===== src/rtl/touch_pkg.sv =====
// Shared types and constants for the touch UART decoder.
//   rx_state_t  : byte receiver states
//   pkt_state_t : packet assembler states
//   HDR_BIT     : bit that marks a header byte
//   COORD_W     : coordinate width
package touch_pkg;

  typedef enum logic [1:0] {IDLE, START, DATA, STOP} rx_state_t;

  typedef enum logic [2:0] {WAIT_HDR, X_LO, X_HI, Y_LO, Y_HI} pkt_state_t;

  localparam int HDR_BIT = 7;
  localparam int COORD_W = 12;

endpackage


===== src/rtl/touch_uart_decoder_if.sv =====
// Decoded touch output bundle.
//   touch_valid : one-cycle pulse, new coordinates present
//   touch_pen   : 1 = pen down
//   touch_x/y   : coordinates, 0..4095
//   frame_err   : one-cycle pulse, stop bit low, byte dropped
//   sync_err    : one-cycle pulse, data byte while waiting for a header
// master = decoder (drives), slave = consumer.
interface touch_uart_decoder_if;
  import touch_pkg::*;

  logic               touch_valid;
  logic               touch_pen;
  logic [COORD_W-1:0] touch_x;
  logic [COORD_W-1:0] touch_y;
  logic               frame_err;
  logic               sync_err;

  modport master (output touch_valid, touch_pen, touch_x, touch_y, frame_err, sync_err);
  modport slave  (input  touch_valid, touch_pen, touch_x, touch_y, frame_err, sync_err);
endinterface


===== src/rtl/uart_rx_byte.sv =====
// 8N1 UART byte receiver with 2-FF synchroniser and oversampling tick generator.
//   clk, reset_n : system clock, async active-low reset
//   rxd          : raw serial line, idle high
//   byte_data    : last received byte (valid with byte_valid)
//   byte_valid   : one-cycle pulse, good stop bit
//   frame_err    : one-cycle pulse, stop bit low, byte dropped
//
// state | meaning
// IDLE  | line idle, tick counter free-running, waiting for falling edge
// START | counting half a bit to re-check the start bit mid-bit
// DATA  | sampling 8 data bits LSB first, one per OVERSAMPLE ticks
// STOP  | sampling stop bit, then report byte or framing error
module uart_rx_byte
  import touch_pkg::*;
#(
  parameter int CLK_HZ     = 50_000_000,
  parameter int BAUD       = 9600,
  parameter int OVERSAMPLE = 16
) (
  input  logic       clk,
  input  logic       reset_n,
  input  logic       rxd,
  output logic [7:0] byte_data,
  output logic       byte_valid,
  output logic       frame_err
);

  localparam int DIV   = CLK_HZ / (BAUD * OVERSAMPLE);
  localparam int DIV_W = (DIV > 1) ? $clog2(DIV) : 1;
  localparam int OS_W  = $clog2(OVERSAMPLE);

  logic             rx_meta_q, rx_sync_q, rx_prev_q;
  rx_state_t        state_q, state_d;
  logic [DIV_W-1:0] div_cnt_q, div_cnt_d;
  logic [OS_W-1:0]  os_cnt_q, os_cnt_d;
  logic [2:0]       bit_cnt_q, bit_cnt_d;
  logic [7:0]       shift_q, shift_d;
  logic             byte_valid_q, byte_valid_d;
  logic             frame_err_q, frame_err_d;
  logic             fall, tick;

  assign fall = rx_prev_q & ~rx_sync_q;
  assign tick = (div_cnt_q == DIV_W'(DIV - 1));

  always_ff @(posedge clk or negedge reset_n) begin
    if (!reset_n) begin
      rx_meta_q    <= 1'b1;
      rx_sync_q    <= 1'b1;
      rx_prev_q    <= 1'b1;
      state_q      <= IDLE;
      div_cnt_q    <= '0;
      os_cnt_q     <= '0;
      bit_cnt_q    <= '0;
      shift_q      <= '0;
      byte_valid_q <= 1'b0;
      frame_err_q  <= 1'b0;
    end else begin
      rx_meta_q    <= rxd;
      rx_sync_q    <= rx_meta_q;
      rx_prev_q    <= rx_sync_q;
      state_q      <= state_d;
      div_cnt_q    <= div_cnt_d;
      os_cnt_q     <= os_cnt_d;
      bit_cnt_q    <= bit_cnt_d;
      shift_q      <= shift_d;
      byte_valid_q <= byte_valid_d;
      frame_err_q  <= frame_err_d;
    end
  end

  always_comb begin
    state_d      = state_q;
    div_cnt_d    = tick ? '0 : div_cnt_q + 1'b1;
    os_cnt_d     = os_cnt_q;
    bit_cnt_d    = bit_cnt_q;
    shift_d      = shift_q;
    byte_valid_d = 1'b0;
    frame_err_d  = 1'b0;
    case (state_q)
      IDLE: begin
        // Re-phase the tick counter to the start edge so samples land mid-bit.
        if (fall) begin
          state_d   = START;
          div_cnt_d = '0;
          os_cnt_d  = '0;
          bit_cnt_d = '0;
        end
      end
      START: begin
        if (tick) begin
          if (os_cnt_q == OS_W'(OVERSAMPLE / 2 - 1)) begin
            os_cnt_d = '0;
            state_d  = rx_sync_q ? IDLE : DATA;
          end else begin
            os_cnt_d = os_cnt_q + 1'b1;
          end
        end
      end
      DATA: begin
        if (tick) begin
          if (os_cnt_q == OS_W'(OVERSAMPLE - 1)) begin
            os_cnt_d  = '0;
            shift_d   = {rx_sync_q, shift_q[7:1]};
            bit_cnt_d = bit_cnt_q + 1'b1;
            if (bit_cnt_q == 3'd7) state_d = STOP;
          end else begin
            os_cnt_d = os_cnt_q + 1'b1;
          end
        end
      end
      STOP: begin
        if (tick) begin
          if (os_cnt_q == OS_W'(OVERSAMPLE - 1)) begin
            os_cnt_d     = '0;
            byte_valid_d = rx_sync_q;
            frame_err_d  = ~rx_sync_q;
            state_d      = IDLE;
          end else begin
            os_cnt_d = os_cnt_q + 1'b1;
          end
        end
      end
      default: state_d = IDLE;
    endcase
  end

  assign byte_data  = shift_q;
  assign byte_valid = byte_valid_q;
  assign frame_err  = frame_err_q;

endmodule


===== src/rtl/touch_uart_decoder.sv =====
// AR1100 5-byte touch packet decoder: UART receive plus packet assembly.
//   clk, reset_n : system clock, async active-low reset
//   rxd          : raw touch UART line, idle high
//   tif          : decoded outputs (touch_valid/pen/x/y, frame_err, sync_err)
//
// state    | meaning
// WAIT_HDR | waiting for header byte (bit7 = 1)
// X_LO     | expecting x[6:0]
// X_HI     | expecting x[11:7]
// Y_LO     | expecting y[6:0]
// Y_HI     | expecting y[11:7], then publish packet
module touch_uart_decoder
  import touch_pkg::*;
#(
  parameter int CLK_HZ     = 50_000_000,
  parameter int BAUD       = 9600,
  parameter int OVERSAMPLE = 16
) (
  input  logic                  clk,
  input  logic                  reset_n,
  input  logic                  rxd,
  touch_uart_decoder_if.master  tif
);

  logic [7:0]         byte_data;
  logic               byte_valid;
  logic               frame_err;

  pkt_state_t         pkt_q, pkt_d;
  logic               pen_q, pen_d;
  logic [COORD_W-1:0] x_q, x_d;
  logic [6:0]         y_lo_q, y_lo_d;
  logic               out_pen_q, out_pen_d;
  logic [COORD_W-1:0] out_x_q, out_x_d;
  logic [COORD_W-1:0] out_y_q, out_y_d;
  logic               valid_q, valid_d;
  logic               sync_err_q, sync_err_d;

  uart_rx_byte #(
    .CLK_HZ    (CLK_HZ),
    .BAUD      (BAUD),
    .OVERSAMPLE(OVERSAMPLE)
  ) u_rx (
    .clk       (clk),
    .reset_n   (reset_n),
    .rxd       (rxd),
    .byte_data (byte_data),
    .byte_valid(byte_valid),
    .frame_err (frame_err)
  );

  always_ff @(posedge clk or negedge reset_n) begin
    if (!reset_n) begin
      pkt_q      <= WAIT_HDR;
      pen_q      <= 1'b0;
      x_q        <= '0;
      y_lo_q     <= '0;
      out_pen_q  <= 1'b0;
      out_x_q    <= '0;
      out_y_q    <= '0;
      valid_q    <= 1'b0;
      sync_err_q <= 1'b0;
    end else begin
      pkt_q      <= pkt_d;
      pen_q      <= pen_d;
      x_q        <= x_d;
      y_lo_q     <= y_lo_d;
      out_pen_q  <= out_pen_d;
      out_x_q    <= out_x_d;
      out_y_q    <= out_y_d;
      valid_q    <= valid_d;
      sync_err_q <= sync_err_d;
    end
  end

  // Partial packet lives in pen_q/x_q/y_lo_q; outputs only change on the final byte.
  always_comb begin
    pkt_d      = pkt_q;
    pen_d      = pen_q;
    x_d        = x_q;
    y_lo_d     = y_lo_q;
    out_pen_d  = out_pen_q;
    out_x_d    = out_x_q;
    out_y_d    = out_y_q;
    valid_d    = 1'b0;
    sync_err_d = 1'b0;
    if (byte_valid) begin
      if (byte_data[HDR_BIT]) begin
        // A header restarts assembly from any state.
        pen_d = byte_data[0];
        pkt_d = X_LO;
      end else begin
        case (pkt_q)
          WAIT_HDR: sync_err_d = 1'b1;
          X_LO: begin
            x_d[6:0] = byte_data[6:0];
            pkt_d    = X_HI;
          end
          X_HI: begin
            x_d[11:7] = byte_data[4:0];
            pkt_d     = Y_LO;
          end
          Y_LO: begin
            y_lo_d = byte_data[6:0];
            pkt_d  = Y_HI;
          end
          Y_HI: begin
            out_pen_d = pen_q;
            out_x_d   = x_q;
            out_y_d   = {byte_data[4:0], y_lo_q};
            valid_d   = 1'b1;
            pkt_d     = WAIT_HDR;
          end
          default: pkt_d = WAIT_HDR;
        endcase
      end
    end
  end

  assign tif.touch_valid = valid_q;
  assign tif.touch_pen   = out_pen_q;
  assign tif.touch_x     = out_x_q;
  assign tif.touch_y     = out_y_q;
  assign tif.frame_err   = frame_err;
  assign tif.sync_err    = sync_err_q;

endmodule

===== src/flat_wrapper.sv =====
// flat-port wrapper written by rule: the top's interface ports become plain ports
module touch_uart_decoder_flat import touch_pkg::*;
#(
  parameter int CLK_HZ     = 50_000_000,
  parameter int BAUD       = 9600,
  parameter int OVERSAMPLE = 16
)
  (clk, reset_n, rxd, tif_touch_valid, tif_touch_pen, tif_touch_x, tif_touch_y, tif_frame_err, tif_sync_err);
  touch_uart_decoder_if tif_i ();
  input  logic clk;
  input  logic reset_n;
  input  logic rxd;
  output wire logic [$bits(tif_i.touch_valid)-1:0] tif_touch_valid;
  output wire logic [$bits(tif_i.touch_pen)-1:0] tif_touch_pen;
  output wire logic [$bits(tif_i.touch_x)-1:0] tif_touch_x;
  output wire logic [$bits(tif_i.touch_y)-1:0] tif_touch_y;
  output wire logic [$bits(tif_i.frame_err)-1:0] tif_frame_err;
  output wire logic [$bits(tif_i.sync_err)-1:0] tif_sync_err;
  assign tif_touch_valid = tif_i.touch_valid;
  assign tif_touch_pen = tif_i.touch_pen;
  assign tif_touch_x = tif_i.touch_x;
  assign tif_touch_y = tif_i.touch_y;
  assign tif_frame_err = tif_i.frame_err;
  assign tif_sync_err = tif_i.sync_err;
  touch_uart_decoder #(.CLK_HZ(CLK_HZ), .BAUD(BAUD), .OVERSAMPLE(OVERSAMPLE)) u_core (.clk(clk), .reset_n(reset_n), .rxd(rxd), .tif(tif_i));
endmodule

===== config.mk =====
export PLATFORM = sky130hd
export DESIGN_NAME = touch_uart_decoder_flat
export DESIGN_NICKNAME = d
export VERILOG_FILES = /design/src/rtl/touch_pkg.sv /design/src/rtl/touch_uart_decoder_if.sv /design/src/rtl/uart_rx_byte.sv /design/src/rtl/touch_uart_decoder.sv /design/src/flat_wrapper.sv
export SDC_FILE = /design/constraint.sdc
export NUM_CORES = 1
export LEC_CHECK = 0
export BUFFER_PORTS_ARGS = -buffer_cell sky130_fd_sc_hd__buf_2
export CAP_MARGIN = 20
export CELL_PAD_IN_SITES_DETAIL_PLACEMENT = 0
export CELL_PAD_IN_SITES_GLOBAL_PLACEMENT = 1
export CORE_UTILIZATION = 30
export DETAILED_ROUTE_END_ITERATION = 6
export PLACE_DENSITY = 0.51
export SYNTH_ARGS = -nofsm -noshare
export SYNTH_HDL_FRONTEND = slang
export SYNTH_HIERARCHICAL = 1
export SYNTH_SLANG_ARGS = --single-unit

===== constraint.sdc =====
create_clock -name clk -period 4.8 [get_ports clk]
set_clock_uncertainty 0.05 [all_clocks]
set_input_delay 0.24 -clock clk [delete_from_list [all_inputs] [get_ports clk]]
set_output_delay 0.24 -clock clk [all_outputs]
set_load 0.02 [all_outputs]

==> summary.txt, run 1 <==
Status -> complete, no violations
Maximum clock path buffer count -> 2
Clock slew seen by the registers of the worst setup and hold paths -> 0.06 ns
Pwr/cell area -> 384 nW/um^2
# rows -> 38
Element type at the critical path end -> flop
Root buf cell -> clkbuf_16
Worst setup endpoint -> u_core/u_rx/byte_data[6]$_DFFE_PN0P_
Reg2Reg Capture Point -> u_core/u_rx/byte_data[6]$_DFFE_PN0P_
Lkg Pwr -> 1.99 nW
Post-Place Cell Area -> 3670 um^2
Maximum fanout along the worst path -> 10
GRT Util Overall -> 0.118
RSZ-0062 raised after global routing -> no
Setup TNS -> 0 ns
CP startpoint kind -> flop
Worst EP required -> 4.97 ns
DIE AREA -> 11,700 um^2
Syn. warnings -> 6
H-tree Lvls -> 3
Top cell type's share of synthesized area -> 0.577
Post-DP HPWL -> 3.94 mm
Commonest cells post-synth -> dfrtp_1 (78), mux2_2 (43), nand2_1 (10), nor2_1 (9), nand3_1 (8)
Switching Fraction -> 0.250
Hold WC Path Type -> flop to flop
Synthesized flop and latch total -> 81
Final GP Congestion -> 0.714
Number of synthesized flops with an enable pin -> 0
Via count -> 1,994
Clk_lat worst skew -> 0.34 ns
Count leader, synth -> dfrtp_1
Gr ovfl total -> 0
Area of the mapped netlist -> 3380 um^2
Die height -> 108 um
Setup Buffers After CTS -> 0
Syn_nets -> 252
Post-synth top area cell -> dfrtp_1
# setup viols final -> 0
Power share of the sequential group -> 0.488
Worst r2r path cells -> 3
Global-route wire length before repair -> 10.4 mm
Worst slew pin tran -> 0.774 ns
Fin area -> 4020 um^2
NumNets Final -> 287
Core area -> 10,900 um^2
VDD IR max -> 0.000194 V
IO Count -> 31
Post-synthesis sequential area ratio -> 0.600
Max Fclk -> 0.483 GHz
Final ANT Viol Nets -> 0
Switching component of the power -> 386 uW
Initial Util -> 0.309
Synth cell types -> 48
Initial antenna violation count -> 0
TritonRoute pass-1 iters -> 4
Synthesized area per cell -> 13.9 um^2
Final worst slack -> 2.73 ns
DRC -> 0
Drt via density -> 4.70
Die width -> 108 um
Area Growth Syn to Fin -> 18.7%
Crit path arrival time -> 2.24 ns
Post-Route WL -> 6.24 mm
Final min period -> 2.07 ns
Post-synth top flop -> dfrtp_1
Max_cap viols -> 0
Pin count of the biggest net entering global routing -> 82
Input/output buffers -> 30
Routed length per instance -> 14.7 um
Final Hold Fails -> 0
Max-slew headroom -> 0.482
TritonCTS Sinks -> 81
Flop2flop setup slack -> 2.73 ns
Initial drt markers -> 80
Part of the cycle the worst path needs -> 0.431
CTS Buf Count -> 9
P_int -> 1.16 mW
CTS tree -> yes
Logic pwr share -> 0.060
Pre-CTS WS -> 2.74 ns
Worst Setup SP -> u_core/u_rx/div_cnt_q[3]$_DFF_PN0_
Largest cells by area after synthesis -> dfrtp_1 (58%), mux2_2 (14%), mux2_4 (3.1%)
Synthesized instance count -> 244
Vias in the first global route -> 2,029
Reg2reg start -> u_core/u_rx/div_cnt_q[3]$_DFF_PN0_
Clock power frac -> 0.453
WS Path Type -> flop to flop
Fraction of registers with async set/reset -> 1.00
N_diodes -> 0
Fraction of layout instances using a drive strength above 1 -> 0.373
Count of pins over their slew limit -> 0
-- worst min path at each step --
stage          cells after the start  slack (ns)                                 to                            start
3_5_place_dp                       1        0.30    u_core/u_rx/rx_meta_q$_DFF_PN1_                              rxd
5_1_grt                            0        0.32    u_core/u_rx/rx_sync_q$_DFF_PN1_  u_core/u_rx/rx_meta_q$_DFF_PN1_
2_1_floorplan                      0       -0.11           u_core/pen_q$_DFFE_PN0P_                          reset_n
3_3_place_gp                       0        0.30    u_core/u_rx/rx_sync_q$_DFF_PN1_  u_core/u_rx/rx_meta_q$_DFF_PN1_
6_report                           0        0.31    u_core/u_rx/rx_sync_q$_DFF_PN1_  u_core/u_rx/rx_meta_q$_DFF_PN1_
4_1_cts                            1        0.09  u_core/tif.touch_x[7]$_DFFE_PN0P_                          reset_n
-- worst max-delay path, stage by stage (launching register included) --
cell and delay (ns):
dfrtp_1 0.45, nor4b_2 0.49, and4_1 0.58, mux2_2 0.39
-- logic make-up after synthesis --
| logic type | after synthesis | synth area share |
|---|---|---|
| mux | 56 | 0.193 |
| buf+inv | 17 | 0.0233 |
| fa+ha+maj | 5 | 0.0185 |
| simple gates | 61 | 0.113 |
| flops | 81 | 0.600 |
| xor+xnor | 5 | 0.0129 |
| compound gates | 19 | 0.0392 |
-- per-stage QoR --
stage	instances	utilization	hold WS, ns	power (mW)
global route	424	0.367	0.318	1.62
floorplan	244	-	-0.106	0.817
global placement	405	0.335	0.298	0.854
CTS	422	0.364	0.0861	1.57
detailed placement	405	0.335	0.300	0.854
finish	424	0.367	0.307	1.54
-- area by class of cell --
type                    instances  area, um^2
fillers                      1103        6920
flip-flops and latches         81        2030
multi-input cells             146        1270
clock buffers                   9         225
repair buffers                 34         208
well taps                     140         175
clock inverters                 7        77.6
inverters                       7        26.3
-- state kept, by name (all words and copies together), names as in the netlist, named ones only --
name and cells:
u_core/u_rx/rx_prev_q 1, u_core/u_rx/state_q 1, u_core/u_rx/rx_sync_q 1, u_core/u_rx/frame_err 1, u_core/pen_q 1, u_core/tif.touch_valid 1, u_core/pkt_q 3, u_core/u_rx/byte_valid 1
u_core/u_rx/byte_data 8, u_core/y_lo_q 7, u_core/tif.touch_x 12, u_core/u_rx/os_cnt_q 4, u_core/u_rx/bit_cnt_q 3, u_core/tif.touch_y 12, u_core/u_rx/div_cnt_q 9, u_core/x_q 12
u_core/tif.touch_pen 1, u_core/tif.sync_err 1, u_core/u_rx/rx_meta_q 1
-- placed cells by master, fill, tap and decap left out, drive strengths merged, types with 2 or more instances in the layout --
cell type    netlist  final
nor3b              2      2
a21oi              4      4
nor3               5      5
buf                6     32
dfrtp             78     78
xnor2              3      3
nor2               9      9
ha                 5      5
mux2i              3      3
nand3              8      8
nor4               4      4
dfstp              3      3
inv                7     10
nand2             10     10
nor2b              2      2
mux2              53     53
clkbuf             4      9
nand4              3      3
dlygate4sd3        0      2
and4               2      2
or3                4      4
xor2               2      2
clkinv             0      3
nand3b             2      2
o21ai              5      5
or4b               3      3
-- per-layer routing --
metal,vias up,GRT usage,share of wire
met2,27,0.192,0.49
met5,-,0,0
li1,948,-,-
met1,1012,0.140,0.46
met4,0,0.0470,0.011
met3,7,0.0452,0.040
-- power groups by stage --
| stage | clock network (mW) | logic (mW) | registers [mW] |
|---|---|---|---|
| 2_1_floorplan | 0 | 0.0689 | 0.748 |
| 3_3_place_gp | 0 | 0.0915 | 0.762 |
| 3_5_place_dp | 0 | 0.0888 | 0.765 |
| 4_1_cts | 0.730 | 0.0909 | 0.752 |
| 5_1_grt | 0.758 | 0.107 | 0.758 |
| 6_report | 0.699 | 0.0920 | 0.753 |
-- repair_timing --
action                                  4_1_cts  5_1_grt
endpoints found under the hold margin         1       32
hold buffers                                  1        1
resized for setup                             0        0
endpoints found under the setup margin        0        0
Note: power is estimated with default switching activity, not from simulation.
==> run 2: changes to the inputs <==
==> constraint.sdc (replaced) <==
create_clock -name clk -period 1.92 [get_ports clk]
set_clock_uncertainty 0.05 [all_clocks]
set_input_delay 0.096 -clock clk [delete_from_list [all_inputs] [get_ports clk]]
set_output_delay 0.096 -clock clk [all_outputs]
set_load 0.02 [all_outputs]
==> summary.txt, run 2 (synthesis results as in run 1) <==
Status -> complete, no violations
GRT Util Overall -> 0.127
Max_cap viols -> 0
DRC -> 0
CTS tree -> yes
Clock power frac -> 0.417
Power share of the sequential group -> 0.498
Met3 wire length -> 202 um
Most common cell after layout, fill and taps aside -> dfrtp_1
Met1 Routed Length -> 3.08 mm
Final core occ -> 0.379
Pwr/cell area -> 895 nW/um^2
Post-DP HPWL -> 4.44 mm
WL met2 -> 3.09 mm
Setup TNS -> 0 ns
Gr ovfl total -> 0
Logic pwr share -> 0.085
Root buf cell -> clkbuf_16
Worst EP required -> 2.07 ns
Fraction of layout instances using a drive strength above 1 -> 0.413
Final ANT Viol Nets -> 0
Initial Util -> 0.309
Pin count of the biggest net entering global routing -> 36
Element type at the critical path end -> flop
# rows -> 38
Flop2flop setup slack -> 0.13 ns
Die width -> 108 um
H-tree Lvls -> 3
TritonRoute pass-1 iters -> 4
NumNets Final -> 308
Die height -> 108 um
Reg2Reg Capture Point -> u_core/u_rx/os_cnt_q[1]$_DFFE_PN0P_
Fill cells -> 1,079
# setup viols final -> 0
Via count -> 2,077
Core area -> 10,900 um^2
Count of pins over their slew limit -> 0
P_int -> 2.78 mW
Reg2reg start -> u_core/u_rx/div_cnt_q[5]$_DFF_PN0_
Area Growth Syn to Fin -> 22.4%
CP startpoint kind -> flop
IO Count -> 31
Worst slew pin tran -> 0.402 ns
Routed length per instance -> 14.7 um
Fin area -> 4140 um^2
Clk_lat worst skew -> 0.34 ns
Lkg Pwr -> 2.07 nW
Switching Fraction -> 0.250
Vias in the first global route -> 2,161
Worst r2r path cells -> 4
Final min period -> 1.79 ns
WS Path Type -> flop to flop
Global-route wire length before repair -> 11.1 mm
Clock slew seen by the registers of the worst setup and hold paths -> 0.06 ns
Crit path arrival time -> 1.95 ns
Initial antenna violation count -> 0
Post-CTS sizing -> 0
Maximum clock path buffer count -> 2
CTS Buf Count -> 9
Max Fclk -> 0.557 GHz
Input/output buffers -> 30
Drt via density -> 4.67
Maximum fanout along the worst path -> 6
Final GP Congestion -> 0.758
Final Hold Fails -> 0
Top Metal Used -> met4
Post-Place Cell Area -> 3840 um^2
N_diodes -> 0
TritonCTS Sinks -> 81
Part of the cycle the worst path needs -> 0.935
DIE AREA -> 11,700 um^2
Switching component of the power -> 927 uW
Initial drt markers -> 52
Hold WC Path Type -> input pin to asynchronous set/reset pin
Post-Route WL -> 6.52 mm
Most frequent cells in the layout -> dfrtp_1 (78), mux2_2 (43), buf_2 (29)
VDD IR max -> 0.000373 V
Max-slew headroom -> 0.732
RSZ-0062 raised after global routing -> no
-- run 2: cell count changes in the layout (fill, tap and decap cells not counted), sizes merged --
cell / delta
inv: -3
buf: +21
clkinvlp: +2
clkinv: +1
bufinv: -1
clkbuf: +1
-- run 2: layer usage --
layer | track usage | vias to the layer above
met5 | 0 | -
met4 | 0.0705 | 0
met3 | 0.0325 | 11
met2 | 0.200 | 28
met1 | 0.159 | 1049
li1 | - | 989
-- run 2: worst max-delay path: stages, from the launching register on --
cell and delay [ns]:
dfrtp_1 0.41, or4b_1 0.55, buf_4 0.18, o311ai_1 0.33, o31ai_1 0.13
-- run 2: final cells by class --
class | instances | area, um^2 | area share
Sequential cell | 81 | 2030 | 0.490
Multi-Input combinational cell | 146 | 1270 | 0.308
Timing Repair Buffer | 55 | 370 | 0.0894
Clock buffer | 10 | 229 | 0.0553
Tap cell | 140 | 175 | 0.0423
Clock inverter | 6 | 35.0 | 0.00846
Inverter | 7 | 26.3 | 0.00634
-- run 2: worst max-delay path by stage --
stage | from | end | slack (ns) | cells after the start
floorplan | u_core/u_rx/div_cnt_q[0]$_DFF_PN0_ | u_core/u_rx/byte_data[2]$_DFFE_PN0P_ | 0.15 | 6
global placement | u_core/u_rx/div_cnt_q[5]$_DFF_PN0_ | u_core/u_rx/os_cnt_q[1]$_DFFE_PN0P_ | 0.16 | 4
detailed placement | u_core/u_rx/div_cnt_q[5]$_DFF_PN0_ | u_core/u_rx/os_cnt_q[1]$_DFFE_PN0P_ | 0.10 | 4
global route | u_core/u_rx/div_cnt_q[5]$_DFF_PN0_ | u_core/u_rx/os_cnt_q[1]$_DFFE_PN0P_ | 0.04 | 4
CTS | u_core/u_rx/div_cnt_q[5]$_DFF_PN0_ | u_core/u_rx/os_cnt_q[1]$_DFFE_PN0P_ | 0.1 | 4
finish | u_core/u_rx/div_cnt_q[5]$_DFF_PN0_ | u_core/u_rx/os_cnt_q[1]$_DFFE_PN0P_ | 0.13 | 4
-- run 2: what timing repair did --
item                                    CTS  global route
endpoints found under the setup margin    0             2
endpoints found under the hold margin    29             0
hold buffers                              2             0
setup buffers                             0             2
-- run 2: power by group through the flow --
stage	logic (mW)	clock network, mW	registers, mW
after floorplan	0.172	0	1.87
after global placement	0.317	0	1.88
after detailed placement	0.312	0	1.88
after CTS	0.323	1.60	1.85
after global routing	0.366	1.68	1.86
final	0.313	1.55	1.85
-- run 2: per-stage QoR --
stage | std cells | power (mW) | hold slack, ns | setup slack (ns)
after floorplan | 244 | 2.04 | -0.250 | 0.152
after global placement | 425 | 2.19 | 0.00982 | 0.164
after detailed placement | 425 | 2.19 | 0.00905 | 0.103
after CTS | 443 | 3.77 | 0.183 | 0.0990
after global routing | 445 | 3.90 | 0.217 | 0.0443
final | 445 | 3.71 | 0.178 | 0.125
